--- src/rtl/tristate_bus_arbiter_pkg.sv ---
// Shared types and helpers for the tristate bus arbiter: FSM state encoding
// and an index-width function that never returns zero.
package tristate_bus_pkg;

    typedef enum logic [1:0] {
        IDLE = 2'd0,
        OWN  = 2'd1,
        TURN = 2'd2
    } arb_state_t;

    // Width needed to index n items; 1 bit minimum so ports never collapse to zero width.
    function automatic int clog2_min1(input int n);
        return (n <= 2) ? 1 : $clog2(n);
    endfunction

endpackage

--- src/rtl/tristate_bus_arbiter_rr_pick.sv ---
// Combinational round-robin picker: first set request at or after ptr_i,
// wrapping N_REQ-1 -> 0. Works for any N_REQ, not only powers of two.
module rr_pick
    import tristate_bus_pkg::*;
#(
    parameter int N_REQ = 4,
    parameter int PTR_W = clog2_min1(N_REQ)
) (
    input  logic [N_REQ-1:0] req_i,
    input  logic [PTR_W-1:0] ptr_i,
    output logic             found_o,
    output logic [PTR_W-1:0] winner_o
);

    logic [PTR_W:0] idx;

    // Scan offsets from farthest to nearest so the closest set request wins.
    always_comb begin
        found_o  = 1'b0;
        winner_o = '0;
        idx      = '0;
        for (int i = N_REQ - 1; i >= 0; i--) begin
            idx = {1'b0, ptr_i} + (PTR_W + 1)'(i);
            if (idx >= (PTR_W + 1)'(N_REQ)) begin
                idx = idx - (PTR_W + 1)'(N_REQ);
            end
            if (req_i[idx[PTR_W-1:0]]) begin
                found_o  = 1'b1;
                winner_o = idx[PTR_W-1:0];
            end
        end
    end

endmodule

--- src/rtl/tristate_bus_arbiter.sv ---
// Round-robin owner of the trisbuf Enables on a shared bus, with a capped
// hold time and a GAP-cycle all-off turnaround between successive owners.
module tristate_bus_arbiter
    import tristate_bus_pkg::*;
#(
    parameter int N_REQ    = 4,
    parameter int HOLD_MAX = 8,
    parameter int GAP      = 1,
    parameter int PTR_W    = clog2_min1(N_REQ)
) (
    input  logic             clk_i,
    input  logic             rst_i,
    input  logic [N_REQ-1:0] request_i,
    output logic [N_REQ-1:0] enable_o,
    output logic [PTR_W-1:0] owner_o,
    output logic             bus_busy_o
);

    localparam int HOLD_W = clog2_min1(HOLD_MAX + 1);
    localparam int GAP_W  = clog2_min1(GAP + 1);

    arb_state_t        state_q;
    logic [PTR_W-1:0]  ptr_q;
    logic [HOLD_W-1:0] hold_q;
    logic [GAP_W-1:0]  gap_q;
    logic [N_REQ-1:0]  enable_q;
    logic [PTR_W-1:0]  owner_q;
    logic              busy_q;

    logic              pick_found;
    logic [PTR_W-1:0]  pick_winner;
    logic [PTR_W-1:0]  ptr_next;

    rr_pick #(
        .N_REQ (N_REQ),
        .PTR_W (PTR_W)
    ) u_rr_pick (
        .req_i    (request_i),
        .ptr_i    (ptr_q),
        .found_o  (pick_found),
        .winner_o (pick_winner)
    );

    // Pointer moves past the releasing owner so others win the next round.
    assign ptr_next = (owner_q == PTR_W'(N_REQ - 1)) ? '0 : owner_q + 1'b1;

    // NOTE: all state and outputs update with non-blocking assignments so every
    // register sees pre-edge values; blocking here would create ordering races.
    always_ff @(posedge clk_i) begin
        if (rst_i) begin
            state_q  <= IDLE;
            ptr_q    <= '0;
            hold_q   <= '0;
            gap_q    <= '0;
            enable_q <= '0;
            owner_q  <= '0;
            busy_q   <= 1'b0;
        end else begin
            case (state_q)
                IDLE, TURN: begin
                    if (state_q == TURN && gap_q < GAP_W'(GAP)) begin
                        gap_q <= gap_q + 1'b1;
                    end else if (pick_found) begin
                        enable_q <= N_REQ'(1) << pick_winner;
                        owner_q  <= pick_winner;
                        busy_q   <= 1'b1;
                        hold_q   <= HOLD_W'(1);
                        state_q  <= OWN;
                    end else begin
                        state_q  <= IDLE;
                    end
                end
                OWN: begin
                    if (request_i[owner_q] && hold_q < HOLD_W'(HOLD_MAX)) begin
                        hold_q <= hold_q + 1'b1;
                    end else begin
                        enable_q <= '0;
                        busy_q   <= 1'b0;
                        ptr_q    <= ptr_next;
                        gap_q    <= GAP_W'(1);
                        state_q  <= TURN;
                    end
                end
                default: begin
                    enable_q <= '0;
                    busy_q   <= 1'b0;
                    state_q  <= IDLE;
                end
            endcase
        end
    end

    assign enable_o   = enable_q;
    assign owner_o    = owner_q;
    assign bus_busy_o = busy_q;

endmodule

--- config.mk ---
export PLATFORM = sky130hd
export DESIGN_NAME = tristate_bus_arbiter
export DESIGN_NICKNAME = d
export VERILOG_FILES = /design/src/rtl/tristate_bus_arbiter_pkg.sv /design/src/rtl/tristate_bus_arbiter_rr_pick.sv /design/src/rtl/tristate_bus_arbiter.sv
export SDC_FILE = /design/constraint.sdc
export NUM_CORES = 1
export LEC_CHECK = 0
export ABC_AREA = 1
export BUFFER_PORTS_ARGS = -buffer_cell sky130_fd_sc_hd__buf_4
export CAP_MARGIN = 20
export CORE_MARGIN = 2
export CORE_UTILIZATION = 58
export CTS_BUF_LIST = sky130_fd_sc_hd__clkbuf_8
export DETAILED_ROUTE_END_ITERATION = 6
export PLACE_DENSITY = 0.84
export SLEW_MARGIN = 25
export SYNTH_ARGS = -nofsm -noshare
export SYNTH_HDL_FRONTEND = slang
export SYNTH_SLANG_ARGS = --single-unit
--- constraint.sdc ---
create_clock -name clk_i -period 1.6 [get_ports clk_i]
set_clock_uncertainty 0.15 [all_clocks]
set_input_delay 0.16 -clock clk_i [delete_from_list [all_inputs] [get_ports clk_i]]
set_output_delay 0.16 -clock clk_i [all_outputs]
set_load 0.02 [all_outputs]
======== Yosys cells after proc, flatten, opt, wreduce, memory -nomap -nowiden ========
Cells that the tools add are included.
storage, ports and cells
  bits of input ports ..................... 6
  output and inout bits ................... 7
  register bits after elaboration ......... 16
  logic and storage cells ................. 92
cells by class
  reduce and logical (&&, ||, !) cells .... 11
  equal/unequal tests ..................... 8
  order comparisons ....................... 11
  bitwise operators ....................... 2
  add/sub/neg operators ................... 10
  shifts and indexed selects .............. 1
  mux-type cells .......................... 42
operators with widths
  kind                                                                number
  two-way mux 4 bit                                                   6
  two-way mux 2 bit                                                   11
  case mux 4 bit (2 select lines)                                     2
  < comparator 2 x 3 -> 1 bit (second input constant)                 5
  two-way mux 1 bit                                                   15
  binary-select mux 1 bit (select 2 bit)                              5
  inequality test 2 bit (second input constant)                       5
  greater-or-equal comparator 3 bit (second input constant)           3
  AND reduction 3 bit                                                 3
  subtractor 2 x 1 -> 2 bit (second input constant)                   4
  adder 2 x 2 -> 3 bit (second input constant)                        2
  adder 4 x 1 -> 4 bit (second input constant)                        1
  == test 2 bit (second input constant)                               2
  < comparator 4 bit (second input constant)                          1
  case mux 1 bit (2 select lines)                                     2
  case mux 2 bit (2 select lines)                                     1
  AND reduction 2 bit                                                 2
  AND reduction 4 bit                                                 1
  left shift 1 x 2 -> 4 bit (first input constant)                    1
  adder 2 x 1 -> 3 bit (second input constant)                        1
  greater-or-equal comparator 2 x 3 -> 1 bit (second input constant)  1
  adder 2 x 1 -> 2 bit (second input constant)                        1
  == test 2 x 1 -> 1 bit (second input constant)                      1
  logical AND 1 bit                                                   2
  6 further kinds                                                     7

======== Longest topological paths before layout ========
  word-level depth ........................ 13
  depth in mapped cells ................... 13

======== Hierarchy ========
A second synthesis with hierarchy kept.
unflattened totals
  cell total of the unflattened synthesis .. 155
  area total of the unflattened synthesis .. 1002.2 µm²
modules (own cells, without submodules)
  module                area an instance (µm²)  times used  cells each
  tristate_bus_arbiter  789.5                   1           109
  rr_pick               212.7                   1           46

======== Worst setup path after synthesis ========
No wires, ideal clock.
  path kind ............................... flip-flop to flip-flop
  from .................................... register owner_q[0] (netlist: owner_o[0])
  to ...................................... register hold_q[1]
  library setup time ...................... 0.116 ns
  data arrival time ....................... 1.336 ns
  path slack .............................. -0.002 ns
  cell stages (with the launch flop) ...... 8
  cells stage by stage .................... dfxtp_1 -> o21ai_0 -> o21ai_0 -> nand3_1 -> nand2_1 -> nand2_2 -> o21ai_0 -> nor2_1
between the ends
  cells in the longest elaborated chain, start to end .. 5
ends and longest elaborated chain
  item                                     RTL line                    source
  start, declared                          tristate_bus_arbiter.sv:27  logic [PTR_W-1:0] owner_q;
  start signal, assigned                   tristate_bus_arbiter.sv:65  owner_q <= pick_winner;
  binary-select mux 1 bit (select 2 bit)   tristate_bus_arbiter.sv:74  if (request_i[owner_q] && hold_q < HOLD_W'(HOLD_MAX)) begin
  two-way mux 1 bit (implied by the code)  tristate_bus_arbiter.sv:74
  logical AND 1 bit                        tristate_bus_arbiter.sv:74
  inequality test 2 bit (no line)          --
  AND reduction 4 bit (no line)            --
  end signal, assigned                     tristate_bus_arbiter.sv:75  hold_q <= hold_q + 1'b1;
  end, declared                            tristate_bus_arbiter.sv:24  logic [HOLD_W-1:0] hold_q;
Every way passes these cells. The select of a mux whose other input is x is not followed.
A chain may end at the register's enable or synchronous reset.

======== Worst setup path in the final report ========
  from .................................... register ptr_q[0]
  to ...................................... register hold_q[0]
between the ends
  cells in the longest elaborated chain, start to end .. 11
  elaborated cells on any way between the ends .. 29
  those cells by class .................... add/sub (7); order compare (4); eq/ne (1); mux (16); reduce/logical (1)
ends and longest elaborated chain
  item                                                                            RTL line                                                                source
  start, declared                                                                 tristate_bus_arbiter.sv:23                                              logic [PTR_W-1:0] ptr_q;
  start signal, assigned                                                          tristate_bus_arbiter.sv:79                                              ptr_q <= ptr_next;
  adder 2 x 2 -> 3 bit                                                            tristate_bus_arbiter_rr_pick.sv:23                                      idx = {1'b0, ptr_i} + (PTR_W + 1)'(i);
  greater-or-equal comparator 3 bit or subtractor 2 x 1 -> 2 bit (tied branches)  tristate_bus_arbiter_rr_pick.sv:24, tristate_bus_arbiter_rr_pick.sv:25
  two-way mux 2 bit                                                               tristate_bus_arbiter_rr_pick.sv:24                                      if (idx >= (PTR_W + 1)'(N_REQ)) begin
  binary-select mux 1 bit (select 2 bit)                                          tristate_bus_arbiter_rr_pick.sv:27                                      if (req_i[idx[PTR_W-1:0]]) begin
  two-way mux 1 bit (implied by the code)                                         tristate_bus_arbiter_rr_pick.sv:27
  two-way mux 1 bit (3 in series)                                                 tristate_bus_arbiter_rr_pick.sv:27
  two-way mux 1 bit (*)                                                           tristate_bus_arbiter_rr_pick.sv:27
  inequality test 2 bit (no line) (*)                                             --
  AND reduction 4 bit (no line) (*)                                               --
Every way passes the cells marked *; elsewhere a longest branch is shown, timed or not. The select of a mux whose other input is x is not followed.

==> results.toml <==
[grt]
grt_pass1_wl_mm = 3.59
grt.met3_usage_pct = 4.17
grt_pass1_vias = 873
grt_max_degree = 14
grt.busiest_layer = "met2"
antenna_found_initial = 0
grt_overflow = 0
grt_use_total_pct = 25.3
use_met1_pct = 29.2
grtUsageMet2_pct = 45.4

[synth]
ys_ff_latch = 16
syn-instance-count = 143
post-synth-top-count-cell = "nand2_1"
synth_commonest_cells = "nand2_1, nor2_1, dfxtp_1, inv_1, a21oi_1"
synth_top_area_share_pct = 35.6
synthFlopType = "dfxtp_1"
post_synth.cell_area_avg_sq_um = 6.30
synthArstFlopShare_pct = 0
ys_seq_area_share_pct = 35.6
syn-num-nets = 151
synthTopCellsByArea = "dfxtp_1, nand2_1, nor2_1"
synth_edf_count = 0
yosysTopAreaCell = "dfxtp_1"
syn_area_sq_um = 901
synth.distinct_cells = 22
ys_warn_count = 0

[clock_network]
cts_hold_buf = 0
cts_max_level = 1
cts_buffers = 3
cts-root-buf = "clkbuf_8"
clkSinkCount = 16
cts_tree = "done"
ctsLongestPathBuffers = 2
clkTransAtPathRegs_ps = 60
insertion_delay_ps = 250

[timing]
setup_viol = 1
slew_viol_final = 0
fin_crit_sh_pct = 100
max_clock_freq_mhz = 624
period_minus_slack_ps = 1600
hold_violations = 0
fin_ws_ps = -3.15
rsz0062_at_grt = "yes"
relSlewSlack_pct = 85.3
worstMarginPinSlew_ps = 218

[cells_and_area]
nFillCells = 98
syn2layout_area_growth_pct = 38.2
drive_above_1_share_pct = 37.2
n_antenna_cell = 0
post-route-util_pct = 83.6
final-instance-count-excl-fill = 180
fin_nets = 173

[power_and_ir_drop]
power_leakage_nw = 0.625
vdd_drop_max_mv = 1.34
total_power_mw = 2.20
powerDensity_nw_per_um2 = 1770

[place]
place.gp.congestion = 0.875
dpl.hpwl_mm = 1.57
io_buffers = 12
placedCellCount = 174

[floorplanning]
die_y_um = 43.4
rows = 14
die_x_um = 43.4
die-area_sq_um = 1880
io_pins = 13
initial_utilization_pct = 60.5
core_area_sq_um = 1490

[critical_path]
path_cells = "inv_8 > nand2_2 > nand4_4 > nor2_4 > nand2_2 > nand2_2 > inv_4 > nand2_4 > inv_4 > nor2_2 > nor2_1"
reg2reg_to = "hold_q[0]$_SDFFE_PP0P_"
r2r_slack_ps = -3
worstRegToRegCells = 11
cpPeakStageDelay_ps = 420
crit_arrival_ps = 1600
cp-end-kind = "flop"
r2r_start = "ptr_q[0]$_SDFFE_PP0P_"
crit_type = "flop to flop"
path_common_cell = "nand2_2"
critical_path_required_ps = 1600
slowest_stage = "dfxtp_4"
cp-endpoint = "hold_q[0]$_SDFFE_PP0P_"
crit_start = "ptr_q[0]$_SDFFE_PP0P_"
start_kind = "flop"
crit_fanout = 7

[status]
status = "finished, violations left"
violations = "negative setup slack"

[route]
first_iter_violations = 16
avgRoutedWirePerCell_um = 13.3
first_pass_iters = 5
drtAntennaViolNets = 0
drc = 0
viasPerCell = 5.35
via_count = 963
wl_mm = 2.39

[worst_hold_path]
hp-class = "input port to flop"

[flow_run]
drv_cap = 0
==> power by group <==
group | leakage [nW] | switching (mW) | internal (mW)
Combinational | 0.463 | 0.747 | 0.465
Sequential | 0.133 | 0.108 | 0.523
Clock | 0.0288 | 0.138 | 0.219
Total | 0.625 | 0.993 | 1.21
==> per-stage QoR <==
stage               setup TNS [ps]  setup WS (ps)  cell area (sq um)  hold WS (ps)
floorplan                        0           22.2                902           159
global placement             -56.0          -55.9               1040           275
detailed placement            -302          -71.9               1040           288
CTS                              0           4.16               1110          22.5
global route                  -580          -79.0               1240          32.9
finish                       -3.15          -3.15               1240          15.4
==> critical path, delay by kind of cell (launching register included) <==
kind                   cells  cell delay, ps
and+or+nand+nor            8             750
DFF                        1             420
buffers and inverters      3             180
==> worst min-delay path by stage <==
stage / start / to / slack (ps) / depth (start not counted)
after floorplan: rst_i / owner_o[0]$_SDFFE_PP0P_ / 160 / 3
after detailed placement: rst_i / gap_q$_SDFFE_PP0P_ / 290 / 2
final: rst_i / hold_q[2]$_SDFFE_PP0P_ / 20 / 2
after global routing: rst_i / owner_o[1]$_SDFFE_PP0P_ / 30 / 2
after CTS: rst_i / owner_o[1]$_SDFFE_PP0P_ / 20 / 2
after global placement: rst_i / hold_q[2]$_SDFFE_PP0P_ / 280 / 2
==> metal layers <==
| layer | wire [um] | up-vias |
|---|---|---|
| met3 | 58 | 7 |
| li1 | - | 496 |
| met5 | 0 | - |
| met2 | 1310 | 13 |
| met4 | 52 | 0 |
| met1 | 972 | 447 |
==> timing repair <==
action                     in CTS  in global routing
setup endpoints to repair      11                 16
pin swaps                       1                 10
buffers inserted                0                  2
gates resized for setup         4                 41
==> state kept, by name (all words and copies together), names as in the netlist <==
signal	cells
bus_busy_o	1
enable_o	4
gap_q	1
hold_q	4
owner_o	2
ptr_q	2
state_q	2
==> cells by family after synthesis <==
kind of cell | synth area share [%]
DFF | 35.6
xor gates and xnor gates | 0.972
AOI/OAI and AO/OA | 11.1
adders and majority gates | 2.78
and+or+nand+nor | 40.8
buffers and inverters | 8.75
==> cell type report <==
type / instances / area, sq um / area share [%]
flip-flops and latches: 16 / 328 / 26.3
clock buffers: 4 / 55.1 / 4.42
inverters: 20 / 87.6 / 7.04
multi-input cells: 106 / 619 / 49.7
repair buffers: 18 / 135 / 10.9
well taps: 16 / 20.0 / 1.61
==> placed cells by master (no fill, tap or decap) <==
cell type and count:
nand3_1 8, buf_4 18, a21boi_0 1, o21ai_1 1
nand3b_1 1, nand2_2 15, xor2_1 1, dfxtp_2 3
clkbuf_8 4, inv_8 1, nand2_4 7, inv_4 2
nor2_2 2, dfxtp_4 1, inv_1 15, nand4_1 1
a21oi_1 9, ha_1 2, o21ai_0 6, nand2_1 29
nand4_4 1, clkinv_1 1, nand3_2 2, nor2_1 14
and3_1 1, a21boi_1 1, inv_2 1, a21oi_2 1
dfxtp_1 12, nor2_4 3
Power figures use the tool's default switching activity.
